`config.mk`:
```
export PLATFORM = sky130hd
export DESIGN_NAME = alu_seq
export DESIGN_NICKNAME = d
export VERILOG_FILES = /design/src/rtl/alu_seq.sv
export SDC_FILE = /design/constraint.sdc
export NUM_CORES = 1
export LEC_CHECK = 0
export BUFFER_PORTS_ARGS = -buffer_cell sky130_fd_sc_hd__buf_2
export CORE_ASPECT_RATIO = 1.25
export CORE_MARGIN = 3
export CORE_UTILIZATION = 50
export DETAILED_ROUTE_END_ITERATION = 8
export HOLD_SLACK_MARGIN = 0.03
export PLACE_DENSITY = 0.7
export SYNTH_ARGS = -nofsm -noshare
export SYNTH_HDL_FRONTEND = slang
export SYNTH_SLANG_ARGS = --single-unit
```
`constraint.sdc`:
```
create_clock -name clk -period 13.4 [get_ports clk]
set_clock_uncertainty 0.15 [all_clocks]
set_input_delay 2.01 -clock clk [delete_from_list [all_inputs] [get_ports clk]]
set_output_delay 2.01 -clock clk [all_outputs]
set_load 0.01 [all_outputs]
```
`src/rtl/alu_seq.sv`:
```
// alu_seq: WIDTH-bit MIPS-style ALU with registered flags,
// iterative shift-and-add multiply and valid/ready handshakes.
module alu_seq #(
  parameter int WIDTH  = 32,
  parameter bit MUL_EN = 1'b1
) (
  input  logic             clk,
  input  logic             rst_n,
  input  logic             in_valid,
  output logic             in_ready,
  input  logic [WIDTH-1:0] a,
  input  logic [WIDTH-1:0] b,
  input  logic [3:0]       op,
  output logic             out_valid,
  input  logic             out_ready,
  output logic [WIDTH-1:0] result,
  output logic             zero,
  output logic             carry,
  output logic             overflow,
  output logic             err
);

  localparam int CW = $clog2(WIDTH);
  localparam logic [CW-1:0] CNT_LAST = CW'(WIDTH - 1);

  typedef enum logic [1:0] {
    IDLE,
    MULT,
    DONE
  } state_t;

  state_t state_q, state_d;

  logic [WIDTH-1:0]   result_q, result_d;
  logic               zero_q, zero_d;
  logic               carry_q, carry_d;
  logic               overflow_q, overflow_d;
  logic               err_q, err_d;
  logic [2*WIDTH-1:0] acc_q, acc_d;
  logic [2*WIDTH-1:0] mcand_q, mcand_d;
  logic [WIDTH-1:0]   mplier_q, mplier_d;
  logic [CW-1:0]      cnt_q, cnt_d;

  logic [WIDTH-1:0]   ax, bx;
  logic               cin;
  logic [WIDTH:0]     sum;
  logic               c_msb;
  logic               add_v;
  logic [WIDTH-1:0]   alu_res;
  logic               alu_c, alu_v, alu_err, is_mul;
  logic [2*WIDTH-1:0] acc_nx;
  logic               accept;

  // Single-cycle datapath: Ainvert/Binvert + carry-in adder and logic ops
  always_comb begin
    ax      = op[3] ? ~a : a;
    bx      = op[2] ? ~b : b;
    cin     = op[2];
    sum     = {1'b0, ax} + {1'b0, bx} + {{WIDTH{1'b0}}, cin};
    c_msb   = ax[WIDTH-1] ^ bx[WIDTH-1] ^ sum[WIDTH-1];
    add_v   = c_msb ^ sum[WIDTH];
    alu_res = '0;
    alu_c   = 1'b0;
    alu_v   = 1'b0;
    alu_err = 1'b0;
    is_mul  = 1'b0;
    unique case (op)
      4'b0000: alu_res = ax & bx;
      4'b0001: alu_res = ax | bx;
      4'b0010, 4'b0110: begin
        alu_res = sum[WIDTH-1:0];
        alu_c   = sum[WIDTH];
        alu_v   = add_v;
      end
      4'b0111: begin
        alu_res = {{(WIDTH-1){1'b0}}, sum[WIDTH-1] ^ add_v};
        alu_c   = sum[WIDTH];
      end
      4'b1100: alu_res = ax & bx;
      4'b1000: begin
        is_mul  = MUL_EN;
        alu_err = !MUL_EN;
      end
      default: alu_err = 1'b1;
    endcase
  end

  // Handshake, multiply step and next-state logic
  always_comb begin
    out_valid  = (state_q == DONE);
    in_ready   = rst_n && ((state_q == IDLE) ||
                           ((state_q == DONE) && out_ready));
    accept     = in_valid && in_ready;
    acc_nx     = acc_q + (mplier_q[0] ? mcand_q : '0);
    state_d    = state_q;
    result_d   = result_q;
    zero_d     = zero_q;
    carry_d    = carry_q;
    overflow_d = overflow_q;
    err_d      = err_q;
    acc_d      = acc_q;
    mcand_d    = mcand_q;
    mplier_d   = mplier_q;
    cnt_d      = cnt_q;
    unique case (state_q)
      IDLE, DONE: begin
        if ((state_q == DONE) && out_ready) state_d = IDLE;
        if (accept) begin
          if (is_mul) begin
            state_d  = MULT;
            mcand_d  = {{WIDTH{1'b0}}, a};
            mplier_d = b;
            acc_d    = '0;
            cnt_d    = '0;
          end else begin
            state_d    = DONE;
            result_d   = alu_res;
            zero_d     = (alu_res == '0);
            carry_d    = alu_c;
            overflow_d = alu_v;
            err_d      = alu_err;
          end
        end
      end
      MULT: begin
        acc_d    = acc_nx;
        mcand_d  = mcand_q << 1;
        mplier_d = mplier_q >> 1;
        cnt_d    = cnt_q + CW'(1);
        if (cnt_q == CNT_LAST) begin
          state_d    = DONE;
          result_d   = acc_nx[WIDTH-1:0];
          zero_d     = (acc_nx[WIDTH-1:0] == '0);
          carry_d    = 1'b0;
          overflow_d = |acc_nx[2*WIDTH-1:WIDTH];
          err_d      = 1'b0;
        end
      end
      default: state_d = IDLE;
    endcase
  end

  // State and datapath registers with synchronous reset
  always_ff @(posedge clk) begin
    if (!rst_n) begin
      state_q    <= IDLE;
      result_q   <= '0;
      zero_q     <= 1'b0;
      carry_q    <= 1'b0;
      overflow_q <= 1'b0;
      err_q      <= 1'b0;
      acc_q      <= '0;
      mcand_q    <= '0;
      mplier_q   <= '0;
      cnt_q      <= '0;
    end else begin
      state_q    <= state_d;
      result_q   <= result_d;
      zero_q     <= zero_d;
      carry_q    <= carry_d;
      overflow_q <= overflow_d;
      err_q      <= err_d;
      acc_q      <= acc_d;
      mcand_q    <= mcand_d;
      mplier_q   <= mplier_d;
      cnt_q      <= cnt_d;
    end
  end

  assign result   = result_q;
  assign zero     = zero_q;
  assign carry    = carry_q;
  assign overflow = overflow_q;
  assign err      = err_q;

endmodule

```
# Yosys cells after proc, flatten, opt, wreduce, memory -nomap -nowiden
# Index checks and enable logic that the tools add are counted.
# W data, S select, Z words.
# word_totals
reg_bits,203
input_bits,72
elab_cells,98
# op_classes
addsub,4
eq_ne,14
n_mux,44
bitwise_logic,8
n_reduce_logical,18
# op_table
op,count
$mux W64,5
$pmux W64 S2,2
$mux W32,7
$pmux W32 S2,2
$pmux W32 S4,1
$add A64 B64 Y64,1
$logic_not A32 Y1,2
$not A32 Y32,2
$add A32 B32 Y33,1
$add A33 B1 Y33,1
$and A32 B32 Y32,1
$or A32 B32 Y32,1
$reduce_or A32 Y1,1
$mux W1,15
$mux W5,2
$pmux W5 S2,1
$eq A4 B3 Y1 const B,2
$eq A4 B4 Y1 const B,2
$mux W2,4
$ne A2 B2 Y1 const B,4
$pmux W1 S2,4
$reduce_or A7 Y1,1
$reduce_or A2 Y1,3
$add A5 B1 Y5 const B,1
17 further kinds,22

# Longest topological paths before layout
# depth
depth_word,12
mapped_depth,17
ltp_nobuf,15

# Least setup slack after synthesis
# Ideal clock, no wire load.
# synth_path
path_type,input port to flip-flop
start,input port op[2]
end,register zero_q (netlist: zero)
setup_time_ps,101
arrival_ps,6015
required_time_ps,13149
slack_ps,7134
stages,16
path_buffers,3
path_cell_list,buf_2 > buf_1 > clkbuf_1 > xor2_1 > ha_1 > nor2b_1 > o31a_1 > o32ai_2 > o2111a_1 > nor3_1 > or3b_1 > xor2_1 > a221oi_1 > nand3_1 > or3_1 > o41ai_1
# synth_between
elab_chain_cells,11
# synth_rtl
element,line_no,source
from (decl),13,"input logic [3:0] op,"
$mux W32,57,bx = op[2] ? ~b : b;
$add A32 B32 Y33,59,"sum = {1'b0, ax} + {1'b0, bx} + {{WIDTH{1'b0}}, cin};"
$add A33 B1 Y33,59,
$xor A1 B1 Y1,60,c_msb = ax[WIDTH-1] ^ bx[WIDTH-1] ^ sum[WIDTH-1];
$xor A1 B1 Y1,61,add_v = c_msb ^ sum[WIDTH];
$xor A1 B1 Y1,76,"alu_res = {{(WIDTH-1){1'b0}}, sum[WIDTH-1] ^ add_v};"
$pmux W32 S4,67,unique case (op)
$logic_not A32 Y1,118,zero_d = (alu_res == '0);
$mux W1,109,if (is_mul) begin
$mux W1,108,if (accept) begin
$pmux W1 S2,105,unique case (state_q)
to (signal assigned),159,zero_q <= zero_d;
to (decl),35,"logic zero_q, zero_d;"
# Parallel ways exist; a longest one is shown, timed or not. The select of a mux whose other input is x is not followed.
# A chain may end at the register's enable or synchronous reset.

# Worst setup path in the final report
# layout_path
start,input port rst_n
end,register zero_q (netlist: zero)
# layout_between
elab_chain_cells,4
# layout_rtl
element,line_no,source
from (decl),8,"input logic rst_n,"
$logic_and A1 B1 Y1,91,in_ready = rst_n && ((state_q == IDLE) ||
$logic_and A1 B1 Y1,93,accept = in_valid && in_ready;
$ne A2 B2 Y1 (no source line),-,
$reduce_and A4 Y1 (no source line),-,
# Parallel ways exist; a longest one is shown, timed or not.

==> results.toml <==
[run_status]
status = "complete, no violations"

[hold_path]
hold-path-endpoint = "result[14]"
hold_depth = 2
hp-class = "reg2reg"
hp-start = "result[14]"

[detailed_routing]
wire_per_inst_microns = 20.9
dr.pass1.iters = 5
via_per_inst = 6.28
drcViolationCount = 0
drtIter0Drc = 1271
dr_total_vias = 17156
routed_wl_microns = 57200
antenna_left = 0

[floorplanning]
die_area_sq_mm = 0.0351
ios = 110
start_util_pct = 51.2
die-height_microns = 209
rows = 73
core_sq_mm = 0.0322
die_w_microns = 168

[clocking]
cts_root_buf = "clkbuf_16"
post-cts-setup-buffer-count = 0
cts_tree = "yes"
insertion_delay_ns = 0.55
htree_levels = 1
clk_pin_slew_ns = 0.06
numCtsBuffers = 24
cts_sinks = 203
ctsResizeCount = 0
hold_buffers = 0
clockBufferDepth = 3

[synth]
synth_area_leader_cell = "dfxtp_1"
seq_area_frac_synth_pct = 24.7
synth_area_sq_mm = 0.0165
yosysWarnings = 0
syn-instance-count = 2300
synth_seq_cells = 203
synth_edf_count = 0
syn_nets = 2502
synth.avg_cell_area_sq_um = 7.16
ys_types = 80
async_reset_ff_share_pct = 0
synth.area.top_cells = "dfxtp_1 (25%), ha_1 (9.7%), nand2_1 (8.0%), a21oi_1 (7.1%), nor2_1 (4.9%)"
synth_top_area_share_pct = 24.7
ys.flop_type = "dfxtp_1"

[final_layout]
layout_common_cells = "nand2_1 (349), a21oi_1 (234), nor2_1 (215)"
finalNetCount = 2506
fillers = 3211
area_growth_pct = 8.93
final_area_sq_mm = 0.0179
drive_gt1_share_pct = 8.36
mostFrequentLayoutCell = "nand2_1"

[setup_path]
rrSetupSlack_ns = 8.13
reg2reg_depth = 14
crit_type = "in2reg"
startpoint_type = "primary input"
cp.arrival_ns = 6.59
required_ns = 13.68
r2r-end = "overflow"
crit-reg2reg-launch = "mplier_q[0]"
crit_fanout = 34
crit_path_end_kind = "register"

[timing]
fin_tns_setup_ns = 0
fin_crit_sh_pct = 47.1
maxSlewViolCount = 0
max_slew_margin_pct = 27.9
min_period_ns = 6.31
clock.fmax_mhz = 159
rsz0062_at_grt = "no"
report.final.hold_viol_count = 0
timing.final.ws_setup_ns = 7.09
setup_viol = 0
holdWs_ns = 0.307
worst_slew_pin_slew_ns = 1.08

[power]
peakVddDrop_v = 0.000105
power.leakage_nw = 7.53
power_density_mw_per_mm2 = 91.5

[grt]
grt.overflow.total = 0
antenna_found_initial = 2
grt_pass1_vias = 16606
grt_max_degree = 100
track_usage_pct = 31.3
grt_pass1_wl_microns = 89700

[placed_design]
dp.final_hpwl_microns = 42600
dpl_cell_area_sq_mm = 0.0171
gp_congestion = 0.988
place_ws_ns = 6.53
io_buffers = 109

[run]
cap_viol_max_count = 0
[power by group]
part	switching (mW)	leakage (nW)	internal, mW
Combinational	0.229	5.50	0.130
Clock	0.274	0.389	0.387
Sequential	0.00722	1.64	0.612
Total	0.510	7.53	1.13
[flip-flops by register name, indices dropped and copies added, names as in the netlist]
name      cells
acc_q        64
mcand_q      64
mplier_q     32
result       32
cnt_q         5
state_q       2
carry         1
err           1
overflow      1
zero          1
[area by class of cell]
type                       instances  area [sq um]  share of cell area (%)
multi-input combinational       1850         11500                    64.1
sequential                       203          4060                    22.7
clock buffer                      36           716                    3.99
timing repair buffer             128           688                    3.84
tap                              412           515                    2.88
inverter                          97           369                    2.06
clock inverter                     7          73.8                   0.412
antenna                            1          2.50                  0.0140
[worst max-delay path by stage]
stage	cells past startpoint	to	start	slack, ns
floorplan	16	zero	op[2]	7.13
global placement	13	zero	rst_n	6.62
detailed placement	13	zero	rst_n	6.53
CTS	13	zero	rst_n	7.09
global route	13	zero	rst_n	6.94
finish	13	zero	rst_n	7.09
[layer usage]
metal	vias to the layer above	wire, microns	GRT usage [%]
met3	149	2910	4.03
met4	0	3490	16.7
met1	8238	23100	37.4
met5	-	0	0
li1	8225	-	-
met2	544	27800	54.3
[cell usage after synthesis, types with 6 or more instances]
library cell    n
a31oi_1        25
a211oi_1       16
a21o_1         28
buf_1          16
o211ai_1       16
o2111ai_1       7
inv_1          97
a22oi_1        12
xnor2_1        46
and3_1         19
nand2b_1       17
ha_1          128
nor2b_1        14
nor4_1         16
o21ai_0       103
dfxtp_1       203
clkbuf_1      132
nand2_1       349
nand4_1        39
o31ai_1         6
a311oi_1       63
nand3_1       101
mux2i_1         8
a221oi_1       18
xor2_1         91
o21bai_1       25
or3_1           8
o21a_1         16
and2_1         75
or4_1           7
o221ai_1        9
a221o_1         6
nor3_1         27
nor2_1        217
a21oi_1       234
[through the flow]
step	instances	total power [mW]	utilization, %
detailed placement	2690	0.985	53.3
global route	2733	1.71	55.8
floorplan	2300	0.878	-
finish	2734	1.64	55.8
global placement	2690	0.983	53.3
CTS	2733	1.65	55.8
[worst max-delay path: stages]
cell and delay [ns]:
buf_2 0.36, inv_6 0.20, or4b_2 0.76, nor2b_1 0.74, nor2_2 0.11, buf_4 0.30
nor4_1 0.41, nand4b_1 0.20, or4_1 0.45, nor4_1 0.51, nand4_1 0.20, a21o_1 0.21
o41ai_1 0.06
[kinds of logic after synthesis]
family | share of synthesized area, %
xor+xnor | 7.29
flops | 24.7
fa+ha+maj | 9.97
compound gates | 26.2
simple gates | 25.7
buf+inv | 5.65
mux | 0.555
(Power assumes the default switching activity.)
